`src/rtl/sdspi_perf_pkg.sv`:
```
// Shared types and record layout constants for the SD-SPI performance meter.
package sdspi_perf_pkg;

  typedef enum logic [2:0] {
    IDLE       = 3'd0,
    WAIT_START = 3'd1,
    MEASURE    = 3'd2,
    EMIT       = 3'd3,
    DONE       = 3'd4
  } perf_state_e;

  localparam int unsigned REC_LEN    = 12;
  localparam int unsigned IDX_W      = 4;
  localparam logic [7:0]  REC_MAGIC0 = 8'hA5;
  localparam logic [7:0]  REC_MAGIC1 = 8'h5A;

  localparam int unsigned OFS_FLAGS  = 2;
  localparam int unsigned OFS_NBLK   = 3;
  localparam int unsigned OFS_CYC    = 7;
  localparam int unsigned OFS_CSUM   = 11;

endpackage

```
`src/rtl/perf_record_mux.sv`:
```
// Selects one byte of the 12-byte result record and keeps a running XOR checksum
// of the bytes already accepted, so the checksum byte needs no wide XOR tree.
module perf_record_mux
  import sdspi_perf_pkg::*;
(
  input  logic             clk,
  input  logic             rst,
  input  logic             clear,
  input  logic             accept,
  input  logic [7:0]       cur_byte,
  input  logic [IDX_W-1:0] sel,
  input  logic             cmd18,
  input  logic             timeout,
  input  logic [4:0]       sclk_speed,
  input  logic [31:0]      n_blocks,
  input  logic [31:0]      cycles32,
  output logic [7:0]       rec_byte_c
);

  logic [7:0] acc_q;
  logic [7:0] acc_nxt_c;

  assign acc_nxt_c = acc_q ^ cur_byte;

  // Checksum accumulates each byte as the consumer takes it
  always_ff @(posedge clk) begin
    if (!rst) begin
      acc_q <= 8'h00;
    end else if (clear) begin
      acc_q <= 8'h00;
    end else if (accept) begin
      acc_q <= acc_nxt_c;
    end
  end

  // sel==OFS_CSUM is only requested while byte 10 is being accepted, so fold it in
  always_comb begin
    rec_byte_c = 8'h00;
    case (sel)
      IDX_W'(0):            rec_byte_c = REC_MAGIC0;
      IDX_W'(1):            rec_byte_c = REC_MAGIC1;
      IDX_W'(OFS_FLAGS):    rec_byte_c = {cmd18, timeout, sclk_speed, 1'b0};
      IDX_W'(OFS_NBLK):     rec_byte_c = n_blocks[31:24];
      IDX_W'(OFS_NBLK + 1): rec_byte_c = n_blocks[23:16];
      IDX_W'(OFS_NBLK + 2): rec_byte_c = n_blocks[15:8];
      IDX_W'(OFS_NBLK + 3): rec_byte_c = n_blocks[7:0];
      IDX_W'(OFS_CYC):      rec_byte_c = cycles32[31:24];
      IDX_W'(OFS_CYC + 1):  rec_byte_c = cycles32[23:16];
      IDX_W'(OFS_CYC + 2):  rec_byte_c = cycles32[15:8];
      IDX_W'(OFS_CYC + 3):  rec_byte_c = cycles32[7:0];
      IDX_W'(OFS_CSUM):     rec_byte_c = acc_nxt_c;
      default:              rec_byte_c = 8'h00;
    endcase
  end

endmodule

```
`src/rtl/sdspi_perf_meter.sv`:
```
// Times one UUT run (start rise to finish rise, with timeout) and streams a
// 12-byte result record over a valid/ready byte interface.
module sdspi_perf_meter
  import sdspi_perf_pkg::*;
#(
  parameter int unsigned      CNT_W          = 32,
  parameter logic [CNT_W-1:0] TIMEOUT_CYCLES = CNT_W'(32'd100_000_000)
) (
  input  logic             clk,
  input  logic             rst,
  input  logic             arm,
  input  logic [31:0]      n_blocks,
  input  logic [4:0]       sclk_speed,
  input  logic             cmd18,
  input  logic             sdspi_start,
  input  logic             sdspi_finish,
  output logic             busy,
  output logic             done,
  output logic             timeout,
  output logic [CNT_W-1:0] cycles,
  output logic             byte_valid,
  output logic [7:0]       byte_data,
  output logic             byte_last,
  input  logic             byte_ready
);

  perf_state_e      state_q, state_d;
  logic [CNT_W-1:0] cnt_q, cnt_d, cnt_inc_c;
  logic [CNT_W-1:0] cycles_d;
  logic [IDX_W-1:0] idx_q, idx_d;
  logic [31:0]      nblk_q, nblk_d;
  logic [4:0]       speed_q, speed_d;
  logic             cmd18_q, cmd18_d;
  logic             start_q, finish_q;
  logic             start_re_c, finish_re_c;
  logic             busy_d, done_d, timeout_d;
  logic             valid_d, last_d;
  logic [7:0]       data_d;
  logic             acc_clear_c, accept_c;
  logic [7:0]       rec_byte_c;

  assign start_re_c  = sdspi_start  & ~start_q;
  assign finish_re_c = sdspi_finish & ~finish_q;
  assign cnt_inc_c   = cnt_q + CNT_W'(1);

  perf_record_mux u_rec_mux (
    .clk        (clk),
    .rst        (rst),
    .clear      (acc_clear_c),
    .accept     (accept_c),
    .cur_byte   (byte_data),
    .sel        (idx_q + IDX_W'(1)),
    .cmd18      (cmd18_q),
    .timeout    (timeout),
    .sclk_speed (speed_q),
    .n_blocks   (nblk_q),
    .cycles32   (32'(cycles)),
    .rec_byte_c (rec_byte_c)
  );

  always_ff @(posedge clk) begin
    if (!rst) begin
      state_q    <= IDLE;
      cnt_q      <= '0;
      cycles     <= '0;
      idx_q      <= '0;
      nblk_q     <= '0;
      speed_q    <= '0;
      cmd18_q    <= 1'b0;
      start_q    <= 1'b0;
      finish_q   <= 1'b0;
      busy       <= 1'b0;
      done       <= 1'b0;
      timeout    <= 1'b0;
      byte_valid <= 1'b0;
      byte_data  <= 8'h00;
      byte_last  <= 1'b0;
    end else begin
      state_q    <= state_d;
      cnt_q      <= cnt_d;
      cycles     <= cycles_d;
      idx_q      <= idx_d;
      nblk_q     <= nblk_d;
      speed_q    <= speed_d;
      cmd18_q    <= cmd18_d;
      start_q    <= sdspi_start;
      finish_q   <= sdspi_finish;
      busy       <= busy_d;
      done       <= done_d;
      timeout    <= timeout_d;
      byte_valid <= valid_d;
      byte_data  <= data_d;
      byte_last  <= last_d;
    end
  end

  always_comb begin
    state_d     = state_q;
    cnt_d       = cnt_q;
    cycles_d    = cycles;
    idx_d       = idx_q;
    nblk_d      = nblk_q;
    speed_d     = speed_q;
    cmd18_d     = cmd18_q;
    timeout_d   = timeout;
    valid_d     = byte_valid;
    data_d      = byte_data;
    last_d      = byte_last;
    acc_clear_c = 1'b0;
    accept_c    = 1'b0;

    case (state_q)
      IDLE, DONE: begin
        if (arm) begin
          nblk_d    = n_blocks;
          speed_d   = sclk_speed;
          cmd18_d   = cmd18;
          cnt_d     = '0;
          timeout_d = 1'b0;
          state_d   = WAIT_START;
        end
      end
      WAIT_START, MEASURE: begin
        // Timeout and finish both land in EMIT; finish has priority over timeout
        if (state_q == WAIT_START && start_re_c) begin
          cnt_d   = '0;
          state_d = MEASURE;
        end else if (state_q == MEASURE && finish_re_c) begin
          cycles_d = cnt_inc_c;
          state_d  = EMIT;
        end else if (cnt_inc_c == TIMEOUT_CYCLES) begin
          timeout_d = 1'b1;
          cycles_d  = TIMEOUT_CYCLES;
          state_d   = EMIT;
        end else begin
          cnt_d = cnt_inc_c;
        end
        if (state_d == EMIT) begin
          valid_d     = 1'b1;
          data_d      = REC_MAGIC0;
          last_d      = 1'b0;
          idx_d       = '0;
          acc_clear_c = 1'b1;
        end
      end
      EMIT: begin
        if (byte_ready) begin
          accept_c = 1'b1;
          if (idx_q == IDX_W'(REC_LEN - 1)) begin
            valid_d = 1'b0;
            data_d  = 8'h00;
            last_d  = 1'b0;
            idx_d   = '0;
            state_d = DONE;
          end else begin
            idx_d  = idx_q + IDX_W'(1);
            data_d = rec_byte_c;
            last_d = (idx_q == IDX_W'(REC_LEN - 2));
          end
        end
      end
      default: state_d = IDLE;
    endcase

    busy_d = (state_d == WAIT_START) || (state_d == MEASURE) || (state_d == EMIT);
    done_d = (state_d == DONE);
  end

endmodule
```
`config.mk`:
```
export PLATFORM = sky130hd
export DESIGN_NAME = sdspi_perf_meter
export DESIGN_NICKNAME = d
export VERILOG_FILES = /design/src/rtl/sdspi_perf_pkg.sv /design/src/rtl/perf_record_mux.sv /design/src/rtl/sdspi_perf_meter.sv
export SDC_FILE = /design/constraint.sdc
export NUM_CORES = 1
export LEC_CHECK = 0
export ABC_AREA = 0
export BUFFER_PORTS_ARGS = -buffer_cell sky130_fd_sc_hd__buf_2
export CELL_PAD_IN_SITES_DETAIL_PLACEMENT = 0
export CELL_PAD_IN_SITES_GLOBAL_PLACEMENT = 1
export CORE_MARGIN = 5
export CORE_UTILIZATION = 43
export CTS_BUF_LIST = sky130_fd_sc_hd__clkbuf_16
export CTS_CLUSTER_DIAMETER = 150
export DETAILED_ROUTE_END_ITERATION = 7
export PLACE_DENSITY = 0.84
export REMOVE_ABC_BUFFERS = 1
export SLEW_MARGIN = 10
export SYNTH_ARGS = -nofsm -noshare
export SYNTH_HDL_FRONTEND = slang
export SYNTH_HIERARCHICAL = 1
export SYNTH_SLANG_ARGS = --single-unit
export TNS_END_PERCENT = 5
```
`constraint.sdc`:
```
create_clock -name clk -period 4.9 [get_ports clk]
set_clock_uncertainty 0.15 [all_clocks]
set_input_delay 0.245 -clock clk [delete_from_list [all_inputs] [get_ports clk]]
set_output_delay 0.245 -clock clk [all_outputs]
set_load 0.02 [all_outputs]
```
==> results.toml, run 1 <==
[run_status]
outcome = "complete, no violations"

[critical_path]
critical_path.max_stage_delay_ps = 590
critical_path_class = "reg -> reg"
path_delay_family = "simple AND/OR/NAND/NOR gates"
crit_chain = "ha_1 > and3_1 > and2_1 > nand2_1 > xor2_1 > or4_1 > nor3_2 > o21ai_2 > inv_2 > nand2b_1 > nor2_1"
endpoint_kind = "register"
arrival_ps = 4290
crit_buf_inv = 1
crit_fanout = 26
crit_path_top_delay_cell = "or4_1"
start_kind = "register"
required_ps = 5050

[synthesis]
synth.cell_area_um2 = 6942
synthFlopType = "dfxtp_1"
synth-seq-cells = 132
ys_seq_area_frac = 0.3807
async_reset_ff_frac = 0
synth-edff-count = 0
synthDistinctLibCells = 86
netlist_instances = 847
syn_area_per_cell_um2 = 8.196
yosys_warnings = 6

[sta]
worstMarginPinSlew_ps = 848.8
timing.fmax_ghz = 0.2417
rsz0062_at_grt = "no"
relSlewSlack = 0.4335
setup_violations = 0
period_share = 0.8443
finalSetupTns_ps = 0
hold_viol_final = 0
period_needed_ps = 4137
drv_slew = 0

[die]
die-area_um2 = 18780
num_rows = 46
die_w_um = 137.1
initial_core_util = 0.4370
pin_count = 89
die_h_um = 137.1
core_region_area_um2 = 15890

[clocking]
cts.clk_slew.worst_paths_ps = 60
clock-sinks = 132
cts_root_buffer = "clkbuf_16"
cts_buffer_depth = 2
cts_made_buffers = 17
clkLatencyLatePin_ps = 420
post_cts_buffers = 0
htreeDepth = 4
cts_tree = "done"

[flow_run]
cap_violations = 0

[global_route]
grt_pass1_vias = 6161
gr-total-overflow = 0
grt_max_degree = 56
antenna_found_initial = 0
grt_usage = 0.2376
grt_pass1_wl_mm = 34.56

[placement]
dp_hpwl_mm = 15.53
place_congestion = 0.9212
portBuffers = 88

[pwr]
max-vdd-ir-drop_uv = 265.0
p_leak_uw = 0.003238
power.density_nw_per_um2 = 300.9

[final_layout]
drive_above_1_share = 0.1736
utilization = 0.5291
fillers = 1545
layout_commonest_cell = "nand2_1"
regArea_um2 = 2643
final_cell_mix = "159 x nand2_1, 132 x dfxtp_1, 88 x buf_2"
nets = 991
syn2layout_area_growth_pct = 21.09
multi_input_area_um2 = 3899
antenna_cells = 0

[route]
drt_iter0_drc = 602
wl_per_cell_um = 18.87
vias_per_cell = 5.701
finalWirelength_mm = 22.12
drtPass1Iterations = 5
drtAntennaViolNets = 0
drc = 0
routed-via-count = 6681

[worst_hold_path]
hold_class = "in -> reg"
report_power, final:
part	total [µW]	switching (µW)	internal, µW
combinational	182	110	72.3
clock	1230	490	741
sequential	1120	16.2	1100
total	2530	617	1910
metrics by stage:
stage               power [µW]  hold slack (ps)  cell area, µm²  setup slack (ps)  cells
finish                    2530            49.44            8406             762.8   1172
global route              2622            54.32            8406             498.8   1172
CTS                       2539            36.83            8406             797.8   1172
detailed placement        1297            296.1            7443             811.9   1101
global placement          1295            292.3            7443             938.2   1101
floorplan                 1224            216.7            6613              1143    783
layer usage:
layer  routed length [µm]  share of wire  global-route usage
met5                    0              0                   0
met4                  697          0.032             0.09091
met3                 1368          0.062             0.05184
met2                10120           0.46              0.3719
met1                 9933           0.45              0.3201
cell families (layout without fill, tap and decap cells):
kind of cell | after synthesis | in the layout | share of synthesized area
buf+inv | 87 | 196 | 0.05984
flops | 132 | 132 | 0.3807
compound gates | 219 | 219 | 0.2221
fa+ha+maj | 3 | 3 | 0.005408
xor+xnor | 47 | 47 | 0.05930
mux | 18 | 18 | 0.02740
simple gates | 341 | 341 | 0.2453
registers in the layout, indices dropped and copies added (netlist names):
signal           flops
cmd18_q              1
byte_data            8
timeout              1
idx_q                4
byte_last            1
byte_valid           1
nblk_q              32
u_rec_mux/acc_q      8
done                 1
state_q              3
finish_q             1
start_q              1
cycles              32
cnt_q               32
busy                 1
speed_q              5
worst reg2reg max path, delay by kind of cell (launching register included):
family / cells / cell delay (ps)
buffers and inverters: 1 / 390
flip-flops: 1 / 450
AO/OA/AOI/OAI: 1 / 190
adder cells (fa/ha/maj): 1 / 320
AND/OR/NAND/NOR: 7 / 2320
XOR/XNOR: 1 / 200
final timing paths:
kind                                  from                 end  slack [ps]  cells past startpoint
worst max-delay path              cnt_q[0]  u_rec_mux/acc_q[1]         760                     11
worst min-delay path            byte_ready          state_q[2]          50                      3
worst max register to register    cnt_q[0]  u_rec_mux/acc_q[1]         760                     11
worst min register to register   nblk_q[0]           nblk_q[0]         300                      2
cells in the mapped netlist, types with 5 or more instances:
| cell | count | share of area |
|---|---|---|
| a22o_1 | 10 | 0.013 |
| buf_4 | 5 | 0.0054 |
| nand2_1 | 159 | 0.086 |
| inv_1 | 22 | 0.012 |
| a221oi_1 | 10 | 0.013 |
| nor2_1 | 38 | 0.021 |
| xnor2_1 | 18 | 0.023 |
| buf_1 | 6 | 0.0032 |
| xor2_1 | 29 | 0.037 |
| o211ai_1 | 5 | 0.0054 |
| buf_2 | 19 | 0.014 |
| mux2i_1 | 13 | 0.019 |
| o2bb2ai_1 | 7 | 0.0088 |
| o21ai_0 | 13 | 0.0094 |
| nor4_1 | 9 | 0.0081 |
| and2_1 | 10 | 0.0090 |
| nand3_1 | 24 | 0.017 |
| a21oi_1 | 61 | 0.044 |
| and4_1 | 5 | 0.0063 |
| o21a_1 | 9 | 0.0097 |
| clkbuf_1 | 29 | 0.016 |
| nand2b_1 | 6 | 0.0054 |
| dfxtp_1 | 132 | 0.38 |
| nor2b_1 | 10 | 0.0090 |
| a22oi_1 | 5 | 0.0054 |
| a31oi_1 | 23 | 0.021 |
| and3_1 | 14 | 0.013 |
| o22ai_1 | 20 | 0.018 |
| nand4_1 | 12 | 0.011 |
| nor3_1 | 18 | 0.013 |
cell type report:
type | instances | area share
clock buffer | 17 | 0.05061
tap | 216 | 0.03215
timing repair buffer | 142 | 0.1125
clock inverter | 14 | 0.01623
inverter | 23 | 0.01027
multi-input combinational | 628 | 0.4638
sequential | 132 | 0.3144
what timing repair did:
action                    4_1_cts  5_1_grt
gates resized for setup         0        0
hold endpoints to repair       40        0
hold buffers                   40        0
No activity file was read; power rests on OpenSTA's default activity.
==> run 2, diff against run 1 <==
--- a/config.mk
+++ b/config.mk
@@ -10,11 +10,11 @@
 export CELL_PAD_IN_SITES_DETAIL_PLACEMENT = 0
 export CELL_PAD_IN_SITES_GLOBAL_PLACEMENT = 1
 export CORE_MARGIN = 5
-export CORE_UTILIZATION = 43
+export CORE_UTILIZATION = 39
 export CTS_BUF_LIST = sky130_fd_sc_hd__clkbuf_16
 export CTS_CLUSTER_DIAMETER = 150
 export DETAILED_ROUTE_END_ITERATION = 7
-export PLACE_DENSITY = 0.84
+export PLACE_DENSITY = 0.81
 export REMOVE_ABC_BUFFERS = 1
 export SLEW_MARGIN = 10
 export SYNTH_ARGS = -nofsm -noshare
==> constraint.sdc (replaced) <==
create_clock -name clk -period 3.5 [get_ports clk]
set_clock_uncertainty 0.15 [all_clocks]
set_input_delay 0.175 -clock clk [delete_from_list [all_inputs] [get_ports clk]]
set_output_delay 0.175 -clock clk [all_outputs]
set_load 0.02 [all_outputs]
==> results.toml, run 2 (synthesized netlist as in run 1, its figures left out) <==
[critical_path]
crit_buf_inv = 1
critical_path_class = "reg -> reg"
required_ps = 3720
r2r-end = "busy"
arrival_ps = 3550
endpoint_kind = "register"
reg2regPathDepth = 10
crit_chain = "ha_2 > and3_2 > nand4_1 > nor4_2 > xnor2_1 > or4_1 > or3_1 > buf_4 > a2111oi_4 > o211a_1"
crit_fanout = 5
r2r_slack_ps = 170
worstReg2RegStart = "cnt_q[1]"
critical_path.max_stage_delay_ps = 490
start_kind = "register"
path_delay_family = "simple AND/OR/NAND/NOR gates"
crit_path_top_delay_cell = "or4_1"

[final_layout]
nets = 1041
fillers = 1627
largest_registers = "cnt_q x32, cycles x32, nblk_q x32"
antenna_cells = 0
drive_above_1_share = 0.2244
layout_commonest_cell = "nand2_1"
final_cell_mix = "159 x nand2_1, 131 x dfxtp_1, 88 x buf_2"
syn2layout_area_growth_pct = 27.81

[clocking]
cts_tree = "done"
cts_buffer_depth = 2
cts_root_buffer = "clkbuf_16"
cts_made_buffers = 17
cts.clk_slew.worst_paths_ps = 60
clock-sinks = 132
clkLatencyLatePin_ps = 430
htreeDepth = 4

[route]
wl_per_cell_um = 18.96
drt_iter0_drc = 455
vias_per_cell = 5.579
routed-via-count = 6873
drtPass1Iterations = 5
drtAntennaViolNets = 0
drc = 0
finalWirelength_mm = 23.36

[worst_hold_path]
whs_endpoint = "done"
worstHoldPathCells = 4
min_from = "arm"
hold_class = "in -> reg"

[flow_run]
cap_violations = 0

[sta]
relSlewSlack = 0.4509
timing.fmax_ghz = 0.3005
drv_slew = 0
finalSetupTns_ps = 0
period_share = 0.9507
setup_violations = 0
worstMarginPinSlew_ps = 815.1
hold_viol_final = 0
period_needed_ps = 3328
rsz0062_at_grt = "no"
whs_ps = 147.0

[global_route]
grt_usage = 0.2279
antenna_found_initial = 0
grt_pass1_vias = 6582
gr-total-overflow = 0
grt_pass1_wl_mm = 36.70
grt_max_degree = 56

[pwr]
p_leak_uw = 0.003508
p_comb_frac = 0.073
p_seq_frac = 0.428
p_int_uw = 2717
sw_frac_of_total = 0.2559
clock_power_share = 0.499
power.density_nw_per_um2 = 411.6
max-vdd-ir-drop_uv = 324.6
p_switching_uw = 934.3

[placement]
dp_hpwl_mm = 16.89
portBuffers = 88
place_congestion = 0.9475

[die]
num_rows = 48
pin_count = 89
initial_core_util = 0.3999
die_w_um = 143.4
core_region_area_um2 = 17360
die-area_um2 = 20570
die_h_um = 143.4

[run_status]
outcome = "complete, no violations"
[run 2: cell count changes in the layout (fill, tap and decap cells not counted), moves of 2 or more]
| cell | change |
|---|---|
| clkinvlp_4 | -2 |
| inv_8 | +2 |
| clkinv_4 | +2 |
| inv_6 | +3 |
| nor4_2 | +4 |
| buf_4 | +47 |
| clkinv_2 | -2 |
| nor4_1 | -4 |
| dlygate4sd3_1 | +2 |
[run 2: power groups by stage]
stage                     registers, µW  clock network, µW  logic, µW
after floorplan                    1590                  0        122
after global placement             1590                  0        228
after detailed placement           1590                  0        230
after CTS                          1560               1840        267
after global routing               1570               1910        295
final                              1560               1820        268
[run 2: stage by stage]
stage / setup WS, ps / std cells / power [µW] / utilization / cell area, µm²
CTS: 40.06 / 1230 / 3672 / 0.5079 / 8816
finish: 172.5 / 1232 / 3652 / 0.5112 / 8872
floorplan: -256.7 / 783 / 1714 / - / 6613
global route: 3.750 / 1232 / 3773 / 0.5112 / 8872
global placement: 144.2 / 1156 / 1823 / 0.4494 / 7800
detailed placement: 80.28 / 1156 / 1824 / 0.4494 / 7800
[run 2: worst max path at each step]
stage / startpoint / end / slack, ps / cells after the start
finish: cnt_q[1] / busy / 170 / 10
global route: cnt_q[1] / busy / 4 / 11
CTS: cnt_q[1] / idx_q[1] / 40 / 12
detailed placement: cnt_q[1] / byte_data[4] / 80 / 12
global placement: cnt_q[1] / byte_data[5] / 140 / 12
floorplan: cnt_q[0] / byte_data[0] / -260 / 9
[run 2: worst reg2reg max path, stage by stage, from the launching register on]
cell,delay (ps)
dfxtp_1,400
ha_2,240
and3_2,250
nand4_1,160
nor4_2,300
xnor2_1,120
or4_1,490
or3_1,420
buf_4,190
a2111oi_4,350
o211a_1,200
[run 2: final cells by class]
class	instances	area (µm²)	area share
multi-input cells	628	3935	0.4435
flip-flops and latches	132	2644	0.2980
repair buffers	192	1330	0.1499
clock buffers	17	425.4	0.04795
well taps	225	281.5	0.03173
clock inverters	15	170.2	0.01918
inverters	23	86.33	0.009731
[run 2: layer usage]
| layer | up-vias | track usage | wire length [µm] |
|---|---|---|---|
| li1 | 3352 | - | - |
| met1 | 3246 | 0.3006 | 10310 |
| met2 | 225 | 0.3712 | 11050 |
| met3 | 50 | 0.04393 | 1279 |
| met4 | 0 | 0.08523 | 709 |
| met5 | - | 0 | 0 |
[run 2: repair_timing]
action	in CTS	in global routing
endpoints found under the setup margin	0	35
hold buffers	42	0
hold endpoints to repair	45	0
buffers inserted	0	2
gates resized for setup	0	10
==> run 3, diff against run 2 <==
--- a/config.mk
+++ b/config.mk
@@ -10,15 +10,15 @@
 export CELL_PAD_IN_SITES_DETAIL_PLACEMENT = 0
 export CELL_PAD_IN_SITES_GLOBAL_PLACEMENT = 1
 export CORE_MARGIN = 5
-export CORE_UTILIZATION = 39
+export CORE_UTILIZATION = 43
 export CTS_BUF_LIST = sky130_fd_sc_hd__clkbuf_16
 export CTS_CLUSTER_DIAMETER = 150
 export DETAILED_ROUTE_END_ITERATION = 7
-export PLACE_DENSITY = 0.81
+export GPL_ROUTABILITY_DRIVEN = 0
+export PLACE_DENSITY = 0.85
 export REMOVE_ABC_BUFFERS = 1
 export SLEW_MARGIN = 10
 export SYNTH_ARGS = -nofsm -noshare
 export SYNTH_HDL_FRONTEND = slang
-export SYNTH_HIERARCHICAL = 1
 export SYNTH_SLANG_ARGS = --single-unit
 export TNS_END_PERCENT = 5
==> constraint.sdc (replaced) <==
create_clock -name clk -period 3.64 [get_ports clk]
set_clock_uncertainty 0.15 [all_clocks]
set_input_delay 0.182 -clock clk [delete_from_list [all_inputs] [get_ports clk]]
set_output_delay 0.182 -clock clk [all_outputs]
set_load 0.02 [all_outputs]
==> results.toml, run 3 <==
[critical_path]
crit_chain = "nand4_1 > or4_4 > or4_4 > a22oi_2 > nand4_1 > or4b_4 > buf_4 > and2_0 > a32o_1"
start_kind = "register"
worstReg2RegStart = "cnt_q[1]"
r2r_slack_ps = 60
crit_path_top_delay_cell = "or4_4"
required_ps = 3800
crit_buf_inv = 1
critical_path_class = "reg -> reg"
crit_fanout = 10
path_delay_family = "simple AND/OR/NAND/NOR gates"
critical_path.max_stage_delay_ps = 620
endpoint_kind = "register"
arrival_ps = 3740
crit_start = "cnt_q[1]"

[synthesis]
synth_area_leaders = "dfxtp_1 39%, nand2_1 9.0%, a21oi_1 4.3%, nand3_1 3.2%, xor2_1 2.9%"
synth_top_family_by_area = "compound AO/OA/AOI/OAI gates"
synth.cell_area_um2 = 6691
synth_top_area_frac = 0.3949
synth-simple-area-share = 0.2313
synth-xor-area-share = 0.05628
async_reset_ff_frac = 0
synth-seq-cells = 132
synthMuxAreaShare = 0.01645
yosys-top-cells-count = "160 x nand2_1, 132 x dfxtp_1, 57 x a21oi_1"
synthFlopType = "dfxtp_1"
netlist_instances = 829
synth.most_common_cell = "nand2_1"
ys_seq_area_frac = 0.3949
synth_compound_area_frac = 0.2334
yosys_warnings = 0
synthAdderAreaFrac = 0.01309
synth_area_leader_cell = "dfxtp_1"
synth-edff-count = 0
syn_area_per_cell_um2 = 8.072
synthDistinctLibCells = 68

[global_route]
grt_pass1_vias = 6408
grt_use_met3 = 0.04657
grtUsageMet1 = 0.3415
grt_max_degree = 47
use_met2 = 0.3741
grt-busiest-layer = "met2"
grt_usage = 0.2395
antenna_found_initial = 0
grt_pass1_wl_mm = 34.54
gr-total-overflow = 0

[final_layout]
antenna_cells = 0
nets = 1029
drive_above_1_share = 0.2119
syn2layout_area_growth_pct = 29.62
largest_registers = "cnt_q x32, cycles x32, nblk_q x32"
regArea_um2 = 2645
utilization = 0.5684
fillers = 1420
layout_commonest_cell = "nand2_1"
final_cell_mix = "160 x nand2_1, 130 x dfxtp_1, 88 x buf_2"
stdcell_count = 1202
multi_input_area_um2 = 3724

[clocking]
htreeDepth = 4
cts_buffer_depth = 2
cts_root_buffer = "clkbuf_16"
post_cts_buffers = 0
cts_tree = "done"
clkLatencyLatePin_ps = 430
cts_made_buffers = 17
clock-sinks = 132
cts.clk_slew.worst_paths_ps = 60

[route]
vias_per_cell = 5.812
wl_per_cell_um = 18.23
drtPass1Iterations = 5
finalWirelength_mm = 21.91
drt_iter0_drc = 595
routed-via-count = 6986
drc = 0
drtAntennaViolNets = 0

[worst_hold_path]
min_from = "byte_ready"
hold_class = "in -> reg"

[pwr]
power.density_nw_per_um2 = 403.1
max-vdd-ir-drop_uv = 336.6
p_leak_uw = 0.003512

[die]
pin_count = 89
num_rows = 45
die-area_um2 = 18160
die_h_um = 134.7
die_w_um = 134.7
core_region_area_um2 = 15260
initial_core_util = 0.4385

[flow_run]
cap_violations = 0

[sta]
relSlewSlack = 0.4040
hold_viol_final = 0
whs_ps = 23.59
period_share = 0.9835
setup_violations = 0
period_needed_ps = 3580
timing.fmax_ghz = 0.2793
worstMarginPinSlew_ps = 894.0
drv_slew = 0

[placement]
dp_cells = 1129
dp_hpwl_mm = 15.28
portBuffers = 88

[run_status]
outcome = "complete, no violations"
## run 3: cell families after synthesis
family,after synthesis
AND/OR/NAND/NOR,331
AO/OA/AOI/OAI,218
flip-flops,132
buffers and inverters,87
XOR/XNOR,43
multiplexers,11
adder cells (fa/ha/maj),7
## run 3: worst min-delay path, stage by stage
cell	delay, ps
buf_2	120
nand3_1	70
nand2_1	90
a211oi_1	70
## run 3: layout make-up
class | count | area share
multi-input cells | 610 | 0.4293
inverters | 25 | 0.01082
flip-flops and latches | 132 | 0.3050
clock buffers | 17 | 0.04905
well taps | 211 | 0.03044
clock inverters | 15 | 0.01702
repair buffers | 192 | 0.1584
## run 3: path summary, 6_finish.rpt
| kind | cells past startpoint | to |
|---|---|---|
| min reg2reg | 2 | byte_valid |
| max reg2reg | 9 | cnt_q[5] |
| max | 9 | cnt_q[5] |
| min | 4 | state_q[1] |
## run 3: power breakdown
part / total [µW] / switching (µW) / internal, µW
Combinational: 308 / 182 / 126
Clock: 1670 / 715 / 958
Sequential: 1520 / 28.3 / 1490
## run 3: stage by stage
| step | setup TNS [ps] | setup slack [ps] | power, µW | instance area [µm²] |
|---|---|---|---|---|
| after floorplan | -35260 | -618.3 | 1687 | 6420 |
| after global placement | 0 | 76.22 | 1814 | 7647 |
| after detailed placement | 0 | 2.282 | 1817 | 7647 |
| after CTS | 0 | 69.48 | 3510 | 8635 |
| after global routing | -12.59 | -12.59 | 3611 | 8673 |
| final | 0 | 60.16 | 3496 | 8673 |
## run 3: what timing repair did
| action | CTS | global route |
|---|---|---|
| gates resized for setup | 1 | 10 |
| hold endpoints to repair | 42 | 0 |
| pin swaps | 0 | 4 |
| hold buffers | 41 | 0 |
| setup endpoints to repair | 7 | 39 |
## run 3: metal layers
metal	vias to the layer above	share of wire
met2	287	0.46
li1	3296	-
met4	0	0.019
met3	41	0.071
met5	-	0
met1	3362	0.45
